File: src/rtl/proc_stream_loader_if.sv
// Stream and processor-BRAM bus bundle for proc_stream_loader.
// The master modport is the loader side; slave is the host/processor side.
interface proc_stream_loader_if #(
  parameter int unsigned DATA_WIDTH = 32,
  parameter int unsigned ADDR_WIDTH = 10,
  parameter int unsigned OP_WIDTH   = 3
);
  logic [DATA_WIDTH-1:0] s_data_i;
  logic                  s_valid_i;
  logic                  s_ready_o;

  logic [DATA_WIDTH-1:0] m_data_o;
  logic                  m_valid_o;
  logic                  m_ready_i;

  logic [DATA_WIDTH-1:0] p_data_o;
  logic [ADDR_WIDTH-1:0] p_addr_data_o;
  logic                  p_ena_a_o;
  logic                  p_wea_a_o;
  logic                  p_ena_b_o;
  logic                  p_wea_b_o;
  logic                  p_ena_res_o;
  logic                  p_wea_res_o;
  logic [DATA_WIDTH-1:0] p_data_i;
  logic [OP_WIDTH-1:0]   p_op_o;
  logic [ADDR_WIDTH-1:0] p_addr_op_o;
  logic                  p_ena_op_o;
  logic                  p_wea_op_o;
  logic                  p_start_o;
  logic                  p_done_i;

  modport master (
    input  s_data_i, s_valid_i,
    output s_ready_o,
    output m_data_o, m_valid_o,
    input  m_ready_i,
    output p_data_o, p_addr_data_o,
    output p_ena_a_o, p_wea_a_o, p_ena_b_o, p_wea_b_o,
    output p_ena_res_o, p_wea_res_o,
    input  p_data_i,
    output p_op_o, p_addr_op_o, p_ena_op_o, p_wea_op_o,
    output p_start_o,
    input  p_done_i
  );

  modport slave (
    output s_data_i, s_valid_i,
    input  s_ready_o,
    input  m_data_o, m_valid_o,
    output m_ready_i,
    input  p_data_o, p_addr_data_o,
    input  p_ena_a_o, p_wea_a_o, p_ena_b_o, p_wea_b_o,
    input  p_ena_res_o, p_wea_res_o,
    output p_data_i,
    input  p_op_o, p_addr_op_o, p_ena_op_o, p_wea_op_o,
    input  p_start_o,
    output p_done_i
  );
endinterface

File: src/rtl/proc_stream_loader.sv
// Host-side sequencer: loads A/B/op BRAMs from a stream, runs the processor, streams results back.
// Optional PROC_LOADER_CHECKSUM_EN adds checksum_o, the per-job sum of accepted result words.
module proc_stream_loader #(
  parameter int unsigned DATA_WIDTH = 32,
  parameter int unsigned ADDR_WIDTH = 10,
  parameter int unsigned OP_WIDTH   = 3,
  parameter int unsigned DEPTH      = 1024
) (
  input  logic                  CLK,
  input  logic                  RST,
  proc_stream_loader_if.master  ldr,
  output logic                  busy_o,
  output logic                  job_done_o
`ifdef PROC_LOADER_CHECKSUM_EN
  ,
  output logic [DATA_WIDTH-1:0] checksum_o
`endif
);

  localparam int unsigned     IDX_W    = ADDR_WIDTH + 1;
  localparam logic [IDX_W-1:0] IDX_LAST = IDX_W'(DEPTH - 1);

  typedef enum logic [3:0] {
    LOAD_A,
    LOAD_B,
    LOAD_OP,
    SETTLE,
    RUN,
    RELEASE,
    RD_REQ,
    RD_WAIT,
    RD_OUT
  } state_t;

  state_t           state, state_d;
  logic [IDX_W-1:0] idx, idx_d;
  logic             loading;
  logic             xfer;
  logic             accept;
  logic             last;

  assign ldr.s_ready_o   = RST && loading;
  assign ldr.p_wea_res_o = 1'b0;

  always_ff @(posedge CLK or negedge RST) begin
    if (!RST) begin
      state <= LOAD_A;
      idx   <= '0;
    end else begin
      state <= state_d;
      idx   <= idx_d;
    end
  end

  always_comb begin
    loading = (state == LOAD_A) || (state == LOAD_B) || (state == LOAD_OP);
    xfer    = ldr.s_valid_i && ldr.s_ready_o;
    accept  = (state == RD_OUT) && ldr.m_valid_o && ldr.m_ready_i;
    last    = (idx == IDX_LAST);
    busy_o  = !((state == LOAD_A) && (idx == '0));
    state_d = state;
    idx_d   = idx;
    unique case (state)
      LOAD_A, LOAD_B, LOAD_OP: begin
        if (xfer) begin
          if (last) begin
            idx_d   = '0;
            state_d = (state == LOAD_A) ? LOAD_B :
                      ((state == LOAD_B) ? LOAD_OP : SETTLE);
          end else begin
            idx_d = idx + IDX_W'(1);
          end
        end
      end
      SETTLE:  state_d = RUN;
      RUN:     if (ldr.p_done_i)  state_d = RELEASE;
      RELEASE: if (!ldr.p_done_i) state_d = RD_REQ;
      RD_REQ:  state_d = RD_WAIT;
      RD_WAIT: state_d = RD_OUT;
      RD_OUT: begin
        if (accept) begin
          if (last) begin
            idx_d   = '0;
            state_d = LOAD_A;
          end else begin
            idx_d   = idx + IDX_W'(1);
            state_d = RD_REQ;
          end
        end
      end
      default: begin
        idx_d   = '0;
        state_d = LOAD_A;
      end
    endcase
  end

  // Registered outputs are computed from the next state so that start,
  // read enable and result valid line up exactly with the state they belong to.
  always_ff @(posedge CLK or negedge RST) begin
    if (!RST) begin
      ldr.p_data_o      <= '0;
      ldr.p_addr_data_o <= '0;
      ldr.p_ena_a_o     <= 1'b0;
      ldr.p_wea_a_o     <= 1'b0;
      ldr.p_ena_b_o     <= 1'b0;
      ldr.p_wea_b_o     <= 1'b0;
      ldr.p_ena_res_o   <= 1'b0;
      ldr.p_op_o        <= '0;
      ldr.p_addr_op_o   <= '0;
      ldr.p_ena_op_o    <= 1'b0;
      ldr.p_wea_op_o    <= 1'b0;
      ldr.p_start_o     <= 1'b0;
      ldr.m_data_o      <= '0;
      ldr.m_valid_o     <= 1'b0;
      job_done_o        <= 1'b0;
    end else begin
      ldr.p_ena_a_o   <= 1'b0;
      ldr.p_wea_a_o   <= 1'b0;
      ldr.p_ena_b_o   <= 1'b0;
      ldr.p_wea_b_o   <= 1'b0;
      ldr.p_ena_op_o  <= 1'b0;
      ldr.p_wea_op_o  <= 1'b0;
      ldr.p_start_o   <= (state_d == RUN);
      ldr.p_ena_res_o <= (state_d == RD_REQ);
      ldr.m_valid_o   <= (state_d == RD_OUT);
      job_done_o      <= accept && last;

      if (state_d == RD_REQ) begin
        ldr.p_addr_data_o <= idx_d[ADDR_WIDTH-1:0];
      end

      if (xfer) begin
        unique case (state)
          LOAD_A: begin
            ldr.p_data_o      <= ldr.s_data_i;
            ldr.p_addr_data_o <= idx[ADDR_WIDTH-1:0];
            ldr.p_ena_a_o     <= 1'b1;
            ldr.p_wea_a_o     <= 1'b1;
          end
          LOAD_B: begin
            ldr.p_data_o      <= ldr.s_data_i;
            ldr.p_addr_data_o <= idx[ADDR_WIDTH-1:0];
            ldr.p_ena_b_o     <= 1'b1;
            ldr.p_wea_b_o     <= 1'b1;
          end
          LOAD_OP: begin
            ldr.p_op_o      <= ldr.s_data_i[OP_WIDTH-1:0];
            ldr.p_addr_op_o <= idx[ADDR_WIDTH-1:0];
            ldr.p_ena_op_o  <= 1'b1;
            ldr.p_wea_op_o  <= 1'b1;
          end
          default: ;
        endcase
      end

      if (state == RD_WAIT) begin
        ldr.m_data_o <= ldr.p_data_i;
      end
    end
  end

`ifdef PROC_LOADER_CHECKSUM_EN
  logic [DATA_WIDTH-1:0] sum_q;

  // The final word is folded in while latching, so checksum_o covers the whole job.
  always_ff @(posedge CLK or negedge RST) begin
    if (!RST) begin
      sum_q      <= '0;
      checksum_o <= '0;
    end else if (accept) begin
      if (last) begin
        checksum_o <= sum_q + ldr.m_data_o;
        sum_q      <= '0;
      end else begin
        sum_q <= sum_q + ldr.m_data_o;
      end
    end
  end
`endif

endmodule

File: src/flat_wrapper.sv
// flat-port wrapper written by rule: the top's interface ports become plain ports
module proc_stream_loader_flat 
#(
  parameter int unsigned DATA_WIDTH = 32,
  parameter int unsigned ADDR_WIDTH = 10,
  parameter int unsigned OP_WIDTH   = 3,
  parameter int unsigned DEPTH      = 1024
)
  (CLK, RST, busy_o, job_done_o, ldr_s_data_i, ldr_s_valid_i, ldr_s_ready_o, ldr_m_data_o, ldr_m_valid_o, ldr_m_ready_i, ldr_p_data_o, ldr_p_addr_data_o, ldr_p_ena_a_o, ldr_p_wea_a_o, ldr_p_ena_b_o, ldr_p_wea_b_o, ldr_p_ena_res_o, ldr_p_wea_res_o, ldr_p_data_i, ldr_p_op_o, ldr_p_addr_op_o, ldr_p_ena_op_o, ldr_p_wea_op_o, ldr_p_start_o, ldr_p_done_i);
  proc_stream_loader_if #(.DATA_WIDTH(DATA_WIDTH), .ADDR_WIDTH(ADDR_WIDTH), .OP_WIDTH(OP_WIDTH)) ldr_i ();
  input  logic CLK;
  input  logic RST;
  output logic busy_o;
  output logic job_done_o;
  input wire logic [$bits(ldr_i.s_data_i)-1:0] ldr_s_data_i;
  input wire logic [$bits(ldr_i.s_valid_i)-1:0] ldr_s_valid_i;
  output wire logic [$bits(ldr_i.s_ready_o)-1:0] ldr_s_ready_o;
  output wire logic [$bits(ldr_i.m_data_o)-1:0] ldr_m_data_o;
  output wire logic [$bits(ldr_i.m_valid_o)-1:0] ldr_m_valid_o;
  input wire logic [$bits(ldr_i.m_ready_i)-1:0] ldr_m_ready_i;
  output wire logic [$bits(ldr_i.p_data_o)-1:0] ldr_p_data_o;
  output wire logic [$bits(ldr_i.p_addr_data_o)-1:0] ldr_p_addr_data_o;
  output wire logic [$bits(ldr_i.p_ena_a_o)-1:0] ldr_p_ena_a_o;
  output wire logic [$bits(ldr_i.p_wea_a_o)-1:0] ldr_p_wea_a_o;
  output wire logic [$bits(ldr_i.p_ena_b_o)-1:0] ldr_p_ena_b_o;
  output wire logic [$bits(ldr_i.p_wea_b_o)-1:0] ldr_p_wea_b_o;
  output wire logic [$bits(ldr_i.p_ena_res_o)-1:0] ldr_p_ena_res_o;
  output wire logic [$bits(ldr_i.p_wea_res_o)-1:0] ldr_p_wea_res_o;
  input wire logic [$bits(ldr_i.p_data_i)-1:0] ldr_p_data_i;
  output wire logic [$bits(ldr_i.p_op_o)-1:0] ldr_p_op_o;
  output wire logic [$bits(ldr_i.p_addr_op_o)-1:0] ldr_p_addr_op_o;
  output wire logic [$bits(ldr_i.p_ena_op_o)-1:0] ldr_p_ena_op_o;
  output wire logic [$bits(ldr_i.p_wea_op_o)-1:0] ldr_p_wea_op_o;
  output wire logic [$bits(ldr_i.p_start_o)-1:0] ldr_p_start_o;
  input wire logic [$bits(ldr_i.p_done_i)-1:0] ldr_p_done_i;
  assign ldr_i.s_data_i = ldr_s_data_i;
  assign ldr_i.s_valid_i = ldr_s_valid_i;
  assign ldr_s_ready_o = ldr_i.s_ready_o;
  assign ldr_m_data_o = ldr_i.m_data_o;
  assign ldr_m_valid_o = ldr_i.m_valid_o;
  assign ldr_i.m_ready_i = ldr_m_ready_i;
  assign ldr_p_data_o = ldr_i.p_data_o;
  assign ldr_p_addr_data_o = ldr_i.p_addr_data_o;
  assign ldr_p_ena_a_o = ldr_i.p_ena_a_o;
  assign ldr_p_wea_a_o = ldr_i.p_wea_a_o;
  assign ldr_p_ena_b_o = ldr_i.p_ena_b_o;
  assign ldr_p_wea_b_o = ldr_i.p_wea_b_o;
  assign ldr_p_ena_res_o = ldr_i.p_ena_res_o;
  assign ldr_p_wea_res_o = ldr_i.p_wea_res_o;
  assign ldr_i.p_data_i = ldr_p_data_i;
  assign ldr_p_op_o = ldr_i.p_op_o;
  assign ldr_p_addr_op_o = ldr_i.p_addr_op_o;
  assign ldr_p_ena_op_o = ldr_i.p_ena_op_o;
  assign ldr_p_wea_op_o = ldr_i.p_wea_op_o;
  assign ldr_p_start_o = ldr_i.p_start_o;
  assign ldr_i.p_done_i = ldr_p_done_i;
  proc_stream_loader #(.DATA_WIDTH(DATA_WIDTH), .ADDR_WIDTH(ADDR_WIDTH), .OP_WIDTH(OP_WIDTH), .DEPTH(DEPTH)) u_core (.CLK(CLK), .RST(RST), .ldr(ldr_i), .busy_o(busy_o), .job_done_o(job_done_o));
endmodule
File: config.mk
export PLATFORM = sky130hd
export DESIGN_NAME = proc_stream_loader_flat
export DESIGN_NICKNAME = d
export VERILOG_FILES = /design/src/rtl/proc_stream_loader_if.sv /design/src/rtl/proc_stream_loader.sv /design/src/flat_wrapper.sv
export SDC_FILE = /design/constraint.sdc
export NUM_CORES = 1
export LEC_CHECK = 0
export BUFFER_PORTS_ARGS = -buffer_cell sky130_fd_sc_hd__buf_2
export CELL_PAD_IN_SITES_DETAIL_PLACEMENT = 0
export CELL_PAD_IN_SITES_GLOBAL_PLACEMENT = 1
export CORE_UTILIZATION = 41
export CTS_BUF_LIST = sky130_fd_sc_hd__clkbuf_8 sky130_fd_sc_hd__clkbuf_16
export DETAILED_ROUTE_END_ITERATION = 10
export GPL_TIMING_DRIVEN = 1
export PLACE_DENSITY_LB_ADDON = 0.1
export SYNTH_ARGS = -nofsm -noshare
export SYNTH_HDL_FRONTEND = slang
export SYNTH_SLANG_ARGS = --single-unit
File: constraint.sdc
create_clock -name CLK -period 4.5 [get_ports CLK]
set_input_delay 0.225 -clock CLK [delete_from_list [all_inputs] [get_ports CLK]]
set_output_delay 0.225 -clock CLK [all_outputs]
set_load 0.01 [all_outputs]
==> flow_summary.yaml, run 1 <==
yosys:
  avgSynthCellArea_um2: 12.6
  synth-main-ff-cell: "dfrtp_1"
  ys_warn_count: 0
  synth_nets: 447
  netlist_area_um2: 4720
  synth_enable_flop_cells: 0
  synth-seq-cells: 109
  synthCells: 376
  ys_seq_area_share_pct: 57.8
  synthArstFlopShare_pct: 100
  ys_types: 56
global_route:
  busiest_layer: "met2"
  antenna_found_initial: 0
  use_met3_pct: 5.57
  grtUsageMet1_pct: 25.4
  grt_pass1_vias: 3478
  grtUsageMet2_pct: 29.6
  grt_max_degree: 66
  grt_overflow: 0
  grt_usage_pct: 19.3
  grt_pass1_wl_um: 17400
power:
  finalPower_mw: 2.25
  leakagePower_nw: 2.91
  powerDensity_nw_per_um2: 379
  peakVddDrop_mv: 0.236
timing:
  max_freq_mhz: 317
  layout_min_cycle_time_ps: 3160
  fin_tns_setup_ps: 0
  slew_viol_final: 0
  relSlewSlack_pct: 26.2
  rsz0062_at_grt: "false"
  hold_viol_final: 0
  finalSetupViolCount: 0
  tightest_slew_ps: 1100
  finalCritPeriodShare_pct: 70.2
  finalClockSkew_ps: 5.86
detailed_routing:
  drt-initial-drc-count: 128
  ant_nets: 0
  drcViolationCount: 0
  wl_per_cell_um: 16.1
  num_vias: 3529
  drt_wl_total_um: 10800
  first_pass_iters: 4
  routed_via_density: 5.24
place:
  postPlaceCellArea_um2: 5630
  numPortBuffers: 167
  hpwl_um: 7610
  place.gp.congestion: 0.833
clock_network:
  cts_resized: 0
  cts_hold_buf: 1
  cts_max_level: 3
  cts_buffer_depth: 2
  cts_buffers: 9
  root_buffer: "clkbuf_16"
  clkLatencyLatePin_ps: 340
  post_cts_buffers: 0
  cts_tree: "yes"
  cts.sinks: 109
  clk_pin_slew_ps: 60
critical_path:
  path_delay_family: "buffers and inverters"
  cp_cell_sequence: "dlygate4sd3_1 > buf_4 > nand4b_1 > or4_4 > o211ai_2 > inv_2 > a2111oi_0 > o31ai_1"
  arrival_ps: 3330
  rrSetupSlack_ps: 1540
  worstSetupEndpointType: "flop"
  crit_path_max_incr_delay_ps: 570
  cp.required_ps: 4670
  critical_path_class: "primary input to flop"
  path_buf_inv: 3
  worst_path_max_delay_cell: "o211ai_2"
  crit_fanout: 51
  crit_path_start_kind: "primary input"
die:
  start_util_pct: 42.8
  die_area_um2: 11900
  die_y_um: 109
  die_x_um: 109
  coreArea_um2: 11000
  ios: 169
  rows: 38
finish:
  nets: 601
  area_growth_pct: 25.4
  insertedDiodeCount: 0
  fin_util_pct: 53.7
  fillers: 1050
  final_layout_size_suffix_gt1_share_pct: 50.6
  fin_area_um2: 5920
job:
  max-cap-violations: 0
worst_hold_path:
  min_path_type: "primary input to flop"
run_status:
  status: "completed"
-- final timing paths --
path                                       from                           to  cells after the start
hold / removal                  ldr_s_data_i[0]         u_core.ldr.p_op_o[0]                      3
max in group asynchronous                   RST  u_core.ldr.p_addr_data_o[4]                      3
setup reg to reg                  u_core.idx[0]  u_core.ldr.p_addr_data_o[1]                      7
hold reg to reg            u_core.ldr.p_op_o[2]         u_core.ldr.p_op_o[2]                      2
setup / recovery                            RST  u_core.ldr.p_addr_data_o[1]                      8
min in group asynchronous                   RST              u_core.state[2]                      2
-- final cells by class --
class	count	area (um2)	area share, %
sequential	109	2730	46.1
multi-input combinational	227	1820	30.7
timing repair buffer	173	886	15.0
clock buffer	12	267	4.50
tap	140	175	2.96
inverter	10	37.5	0.634
clock inverter	3	12.5	0.211
-- through the flow --
stage / cells / worst slack (ps) / hold slack, ps
floorplan: 376 / 2340 / -70.6
global placement: 658 / 1620 / 286
finish: 674 / 1340 / 103
detailed placement: 658 / 1480 / 303
global route: 674 / 991 / 97.7
CTS: 674 / 1290 / 90.3
-- metal layers --
metal  vias up  share of wire [%]
met4         0                1.5
met5         -                  0
li1       1662                  -
met1      1742                 44
met2       116                 48
met3         9                7.1
-- power breakdown --
part / leakage (nW) / internal (mW) / total, mW / switching (mW)
combinational: 1.43 / 0.168 / 0.356 / 0.188
clock: 0.147 / 0.413 / 0.744 / 0.331
sequential: 1.34 / 1.07 / 1.15 / 0.0753
total: 2.91 / 1.65 / 2.25 / 0.595
-- worst min-delay path, cell delays in order --
cell     delay [ps]
buf_2            90
nand2_1          40
nand2_1          50
-- sequential cells by signal, summed over array words and instances (netlist names) --
signal / flops
u_core.idx: 11
u_core.job_done_o: 1
u_core.ldr.m_data_o: 32
u_core.ldr.m_valid_o: 1
u_core.ldr.p_addr_data_o: 10
u_core.ldr.p_addr_op_o: 10
u_core.ldr.p_data_o: 32
u_core.ldr.p_ena_a_o: 1
u_core.ldr.p_ena_b_o: 1
u_core.ldr.p_ena_op_o: 1
u_core.ldr.p_ena_res_o: 1
u_core.ldr.p_op_o: 3
u_core.ldr.p_start_o: 1
u_core.state: 4
-- cell usage after synthesis, drive strengths merged (2+ instances only) --
cell	instances	area, um2
inv	10	37.5
nand2	31	119
nor4bb	2	20.0
o22ai	4	25.0
dfrtp	109	2730
nor4	7	50.1
o21a	2	15.0
ha	2	25.0
a21boi	3	22.5
a211oi	2	15.0
and2	3	18.8
nand2b	5	31.3
o2111ai	2	17.5
or2	3	18.8
o31ai	9	67.6
or4	2	18.8
nor3	3	15.0
nor2	9	33.8
mux2	72	811
clkbuf	10	37.5
nand4	2	12.5
o221ai	2	17.5
buf	20	110
nor2b	3	18.8
o311ai	3	26.3
a21o	7	52.6
o21ai	5	25.0
a2111oi	6	58.8
nand4b	2	17.5
a21oi	14	70.1
nor4b	3	32.5
nand3	5	37.5
-- cell usage in the layout, fill, tap and decap left out, drive strengths merged, types with 2 or more instances in the layout --
cell type / synthesis / layout
nand4: 2 / 2
nand4b: 2 / 2
o21ai: 5 / 5
o31ai: 9 / 9
ha: 2 / 2
a21o: 7 / 7
nor2: 9 / 9
a21oi: 14 / 14
nor4bb: 2 / 2
a211oi: 2 / 2
nor4: 7 / 7
or2: 3 / 3
o221ai: 2 / 2
buf: 20 / 172
nand3: 5 / 5
inv: 10 / 12
nand2: 31 / 31
nor3: 3 / 3
clkbuf: 10 / 12
dfrtp: 109 / 109
a2111oi: 6 / 6
nand2b: 5 / 5
o311ai: 3 / 3
nor4b: 3 / 3
o22ai: 4 / 4
and2: 3 / 3
a21boi: 3 / 3
o21a: 2 / 2
o2111ai: 2 / 2
or4: 2 / 2
nor2b: 3 / 3
mux2: 72 / 72
-- cells by family after synthesis --
kind of cell	after synthesis	synth area share [%]
AOI/OAI and AO/OA	66	10.1
DFF	109	57.8
muxes	72	17.2
xor gates and xnor gates	1	0.186
other	1	0.0794
and+or+nand+nor	85	10.2
buffers and inverters	40	3.92
adders and majority gates	2	0.530
(Power assumes the default switching activity.)
==> run 2: changes to the inputs <==
--- a/config.mk
+++ b/config.mk
@@ -8,7 +8,7 @@
 export BUFFER_PORTS_ARGS = -buffer_cell sky130_fd_sc_hd__buf_2
 export CELL_PAD_IN_SITES_DETAIL_PLACEMENT = 0
 export CELL_PAD_IN_SITES_GLOBAL_PLACEMENT = 1
-export CORE_UTILIZATION = 41
+export CORE_UTILIZATION = 35
 export CTS_BUF_LIST = sky130_fd_sc_hd__clkbuf_8 sky130_fd_sc_hd__clkbuf_16
 export DETAILED_ROUTE_END_ITERATION = 10
 export GPL_TIMING_DRIVEN = 1
==> constraint.sdc (replaced) <==
create_clock -name CLK -period 2.7 [get_ports CLK]
set_input_delay 0.135 -clock CLK [delete_from_list [all_inputs] [get_ports CLK]]
set_output_delay 0.135 -clock CLK [all_outputs]
set_load 0.01 [all_outputs]
==> flow_summary.yaml, run 2 (synthesized netlist as in run 1, its figures left out) <==
timing:
  tightest_slew_ps: 624
  setup_ws_ps: 220
  hold_ws_ps: 18.6
  hold_viol_final: 0
  slew_viol_final: 0
  finalClockSkew_ps: 5.97
  finalSetupViolCount: 0
  fin_tns_setup_ps: 0
  finalCritPeriodShare_pct: 91.9
  rsz0062_at_grt: "false"
  relSlewSlack_pct: 58.4
  layout_min_cycle_time_ps: 2480
  max_freq_mhz: 403
critical_path:
  worstSetupEndpointType: "flop"
  critical_path_class: "flop to flop"
  cp-startpoint: "u_core.state[0]"
  r2r_start: "u_core.state[0]"
  crit_path_start_kind: "flop"
  r2r_cells: 6
  arrival_ps: 2710
  rrSetupSlack_ps: 220
  cp.required_ps: 2930
  crit_fanout: 14
place:
  place.gp.congestion: 0.781
  hpwl_um: 7780
  dp_slack_ps: 255
  numPortBuffers: 167
clock_network:
  clkLatencyLatePin_ps: 340
  cts_buffers: 9
  cts_tree: "yes"
  cts_max_level: 3
  clk_pin_slew_ps: 70
  cts.sinks: 109
  post_cts_buffers: 0
  cts_buffer_depth: 2
  root_buffer: "clkbuf_16"
finish:
  fin_util_pct: 46.0
  area_growth_pct: 28.4
  final_layout_size_suffix_gt1_share_pct: 51.0
  nets: 611
  reg_top3: "u_core.ldr.m_data_o x32, u_core.ldr.p_data_o x32, u_core.idx x11"
  regArea_um2: 2730
  final_common_cell: "buf_2"
  final_cell_mix: "buf_2 (166), dfrtp_1 (109), mux2_2 (72), nand2_1 (30), a21oi_1 (14)"
  multi_input_area_um2: 1820
  fillers: 1289
  insertedDiodeCount: 0
run_status:
  status: "completed"
detailed_routing:
  drt_wl_total_um: 11100
  ant_nets: 0
  drcViolationCount: 0
  wl_per_cell_um: 15.4
  drt-initial-drc-count: 135
  num_vias: 3533
  routed_via_density: 4.90
  first_pass_iters: 6
die:
  ios: 169
  die_y_um: 118
  die_area_um2: 14000
  rows: 42
  start_util_pct: 35.8
  coreArea_um2: 13200
  die_x_um: 118
global_route:
  antenna_found_initial: 0
  grt_overflow: 0
  grt_usage_pct: 16.5
  grt_pass1_wl_um: 17900
  grt_max_degree: 51
  grt_pass1_vias: 3483
power:
  pwr-share-seq_pct: 49.6
  clockPowerShare_pct: 34.0
  peakVddDrop_mv: 0.344
  p_comb_share_pct: 16.4
  p_int_mw: 2.81
  finalPower_mw: 3.82
  powerDensity_nw_per_um2: 629
  p_sw_mw: 1.00
  swShare_pct: 26.3
  leakagePower_nw: 2.96
worst_hold_path:
  hp-start: "ldr_p_data_i[15]"
  whs_path_depth: 2
  min_path_type: "primary input to flop"
job:
  max-cap-violations: 0
run 2: cell types whose count changed in the layout (fill, tap and decap cells not counted):
cell,previous run,this run
bufinv_16,0,1
clkinv_2,1,2
dlygate4sd3_1,1,4
buf_4,6,13
clkinvlp_4,0,1
clkbuf_8,3,1
run 2: area by class of cell:
type                    instances  area share [%]
clock inverters                 6           0.908
repair buffers                183            16.0
clock buffers                  10            3.94
well taps                     176            3.63
flip-flops and latches        109            45.0
multi-input cells             227            30.0
inverters                      10           0.619
run 2: worst max-delay path, stage by stage, from the launching register on:
cell,delay (ps)
dfrtp_1,540
a211oi_1,520
a32oi_1,260
buf_4,240
nor4_1,420
a2111oi_2,100
o31ai_1,290
run 2: routing by layer:
| metal | global-route usage (%) | vias to the layer above | wire (um) |
|---|---|---|---|
| li1 | - | 1673 | - |
| met1 | 22.4 | 1754 | 5280 |
| met2 | 25.6 | 97 | 5110 |
| met3 | 4.10 | 9 | 587 |
| met4 | 5.77 | 0 | 153 |
| met5 | 0 | - | 0 |
run 2: power by group through the flow:
stage	Combinational, mW	Sequential, mW	Clock [mW]
final	0.627	1.89	1.30
after global routing	0.696	1.91	1.42
after CTS	0.639	1.89	1.35
after detailed placement	0.632	1.92	0
after global placement	0.627	1.92	0
after floorplan	0.292	1.96	0
run 2: worst paths after layout:
path,endpoint
max in group asynchronous,u_core.ldr.p_data_o[1]
setup reg to reg,u_core.ldr.p_addr_data_o[5]
hold reg to reg,u_core.ldr.p_op_o[1]
min in group asynchronous,u_core.state[2]
hold / removal,u_core.ldr.m_data_o[15]
setup / recovery,u_core.ldr.p_addr_data_o[5]
run 2: per-stage QoR:
stage / instances / cell area [um2]
final: 721 / 6060
after global routing: 721 / 6060
after CTS: 721 / 6060
after detailed placement: 701 / 5730
after global placement: 701 / 5730
after floorplan: 376 / 4720
run 2: timing repair:
item	in CTS	in global routing
gates resized for setup	0	0
hold buffers	4	0
endpoints found under the hold margin	25	0
==> run 3: changes to the inputs <==
--- a/config.mk
+++ b/config.mk
@@ -5,10 +5,11 @@
 export SDC_FILE = /design/constraint.sdc
 export NUM_CORES = 1
 export LEC_CHECK = 0
+export ABC_AREA = 1
 export BUFFER_PORTS_ARGS = -buffer_cell sky130_fd_sc_hd__buf_2
 export CELL_PAD_IN_SITES_DETAIL_PLACEMENT = 0
 export CELL_PAD_IN_SITES_GLOBAL_PLACEMENT = 1
-export CORE_UTILIZATION = 35
+export CORE_UTILIZATION = 33
 export CTS_BUF_LIST = sky130_fd_sc_hd__clkbuf_8 sky130_fd_sc_hd__clkbuf_16
 export DETAILED_ROUTE_END_ITERATION = 10
 export GPL_TIMING_DRIVEN = 1
==> flow_summary.yaml, run 3 <==
run_status:
  status: "completed"
worst_hold_path:
  whs_endpoint: "u_core.ldr.m_data_o[4]"
  min_path_type: "primary input to flop"
  whs_path_depth: 2
  hp-start: "ldr_p_data_i[4]"
power:
  peakVddDrop_mv: 0.428
  powerDensity_nw_per_um2: 1060
  leakagePower_nw: 3.46
die:
  die_y_um: 122
  die_x_um: 122
  rows: 43
  start_util_pct: 34.0
  die_area_um2: 14900
  coreArea_um2: 14000
  ios: 169
critical_path:
  crit_path_start_kind: "flop"
  crit_fanout: 11
  critical_path_class: "flop to flop"
  worstSetupEndpointType: "flop"
  r2r_cells: 12
  rr_endpoint: "u_core.ldr.p_addr_data_o[6]"
  cp.required_ps: 2930
  arrival_ps: 2370
  rrSetupSlack_ps: 560
  r2r_start: "u_core.idx[0]"
timing:
  finalCritPeriodShare_pct: 79.2
  finalClockSkew_ps: 7.91
  rsz0062_at_grt: "false"
  relSlewSlack_pct: 51.9
  layout_min_cycle_time_ps: 2140
  fin_tns_setup_ps: 0
  hold_viol_final: 0
  max_freq_mhz: 467
  tightest_slew_ps: 720
  finalSetupViolCount: 0
  slew_viol_final: 0
place:
  numPortBuffers: 167
  hpwl_um: 8460
  place.gp.congestion: 0.805
  postPlaceCellArea_um2: 5750
  dp.cells: 849
yosys:
  yosysTopAreaCell: "dfrtp_1"
  synth_top_area_share_pct: 57.4
  synthMuxAreaShare_pct: 7.58
  ys_types: 29
  synthSimpleGateAreaFrac_pct: 23.3
  synth_area_leaders: "dfrtp_1 (57%), nand2_1 (15%), mux2_2 (7.6%), inv_1 (4.0%), nor2_1 (2.4%)"
  synthCells: 518
  synth-main-ff-cell: "dfrtp_1"
  ys_warn_count: 0
  netlist_area_um2: 4750
  synth_nets: 589
  synth_enable_flop_cells: 0
  ys_seq_area_share_pct: 57.4
  synthArstFlopShare_pct: 100
  synth_top_cells_by_count: "nand2_1 (184), dfrtp_1 (109), inv_1 (51)"
  synthXorXnorAreaFrac_pct: 0.553
  synth_top_family_by_area: "simple AND/OR/NAND/NOR gates"
  avgSynthCellArea_um2: 9.18
  synth-compound-area-share_pct: 3.69
  yosysMostFrequentCell: "nand2_1"
  synth-seq-cells: 109
  synth_fa_ha_area_share_pct: 0.526
finish:
  area_growth_pct: 33.5
  fillers: 1418
  final_cell_mix: "nand2_1 (184), buf_2 (166), dfrtp_1 (109), inv_1 (53), mux2_2 (32)"
  final_layout_size_suffix_gt1_share_pct: 33.2
  nets: 781
  reg_top3: "u_core.ldr.m_data_o x32, u_core.ldr.p_data_o x32, u_core.idx x11"
  fin_area_um2: 6340
  insertedDiodeCount: 0
  final_common_cell: "nand2_1"
  fin_util_pct: 45.3
  instances_no_fill: 894
clock_network:
  cts_resized: 0
  root_buffer: "clkbuf_16"
  clk_pin_slew_ps: 70
  clkLatencyLatePin_ps: 340
  cts_max_level: 3
  cts.sinks: 109
  cts_buffer_depth: 2
  cts_buffers: 9
  cts_tree: "yes"
detailed_routing:
  ant_nets: 0
  wl_per_cell_um: 13.7
  drcViolationCount: 0
  drt_wl_total_um: 12300
  drt-initial-drc-count: 180
  first_pass_iters: 4
  routed_via_density: 4.49
  num_vias: 4016
global_route:
  antenna_found_initial: 0
  grt_pass1_wl_um: 19800
  grt_overflow: 0
  grt_max_degree: 111
  grt_pass1_vias: 3956
  grt_usage_pct: 17.2
job:
  max-cap-violations: 0
[run 3: changes by cell type after synthesis, sizes merged, moves of 6 or more]
| cell | previous run | this run |
|---|---|---|
| nand3 | 5 | 23 |
| mux2 | 72 | 32 |
| a2111oi | 6 | 0 |
| inv | 10 | 57 |
| nor2 | 9 | 39 |
| o21ai | 5 | 24 |
| nor4 | 7 | 1 |
| a21oi | 14 | 8 |
| nand2 | 31 | 185 |
| o31ai | 9 | 1 |
| a21o | 7 | 0 |
[run 3: layout make-up]
class                   count  area [um2]  area share (%)
inverters                  57         214            3.37
multi-input cells         331        1700            26.8
repair buffers            202        1190            18.7
flip-flops and latches    109        2730            43.0
well taps                 180         225            3.55
clock buffers              10         239            3.77
clock inverters             5        51.3           0.809
[run 3: kinds of logic after synthesis]
family                   after synthesis
AO/OA/AOI/OAI                         34
other                                  1
flip-flops                           109
AND/OR/NAND/NOR                      259
multiplexers                          32
adder cells (fa/ha/maj)                2
XOR/XNOR                               3
buffers and inverters                 78
[run 3: what timing repair did]
item	CTS	global route
endpoints found under the hold margin	138	0
hold buffers	30	0
buffers inserted	0	0
[run 3: worst max path at each step]
stage,cells past startpoint,from,end
3_3_place_gp,12,u_core.idx[0],u_core.ldr.p_addr_data_o[0]
4_1_cts,12,u_core.idx[0],u_core.ldr.p_addr_data_o[6]
2_1_floorplan,13,u_core.idx[0],u_core.ldr.p_addr_data_o[5]
6_report,12,u_core.idx[0],u_core.ldr.p_addr_data_o[6]
3_5_place_dp,12,u_core.idx[0],u_core.ldr.p_addr_data_o[7]
5_1_grt,12,u_core.idx[0],u_core.ldr.p_addr_data_o[9]
[run 3: worst max-delay path, cell delays in order, from the launching register on]
cell and delay, ps:
dfrtp_1 440, ha_1 220, nand2_1 110, nor2_4 200
nand3_4 150, nor2_4 120, nand2_1 70, nand3_2 90
nand2_2 90, nor2_4 310, nand2_1 90, nand3_1 80
nand2_1 50
[run 3: stage by stage]
stage	hold slack, ps	power (mW)	setup WS [ps]
final	17.5	6.70	560
after global routing	2.64	7.24	295
after CTS	0.838	6.81	550
after detailed placement	332	5.42	563
after global placement	331	5.39	631
after floorplan	-161	4.32	929
[run 3: power by group]
part	leakage (nW)	total (mW)	internal [mW]	switching, mW
Combinational	1.94	2.67	1.11	1.56
Sequential	1.36	2.72	2.31	0.409
Clock	0.151	1.31	0.735	0.575
[run 3: per-layer routing]
metal,up-vias,share of wire (%),routed length [um],global-route usage [%]
met3,14,6.9,841,5.20
met2,124,47,5750,27.0
met1,1887,45,5470,22.2
li1,1991,-,-,-
met5,-,0,0,0
met4,0,1.6,197,7.02
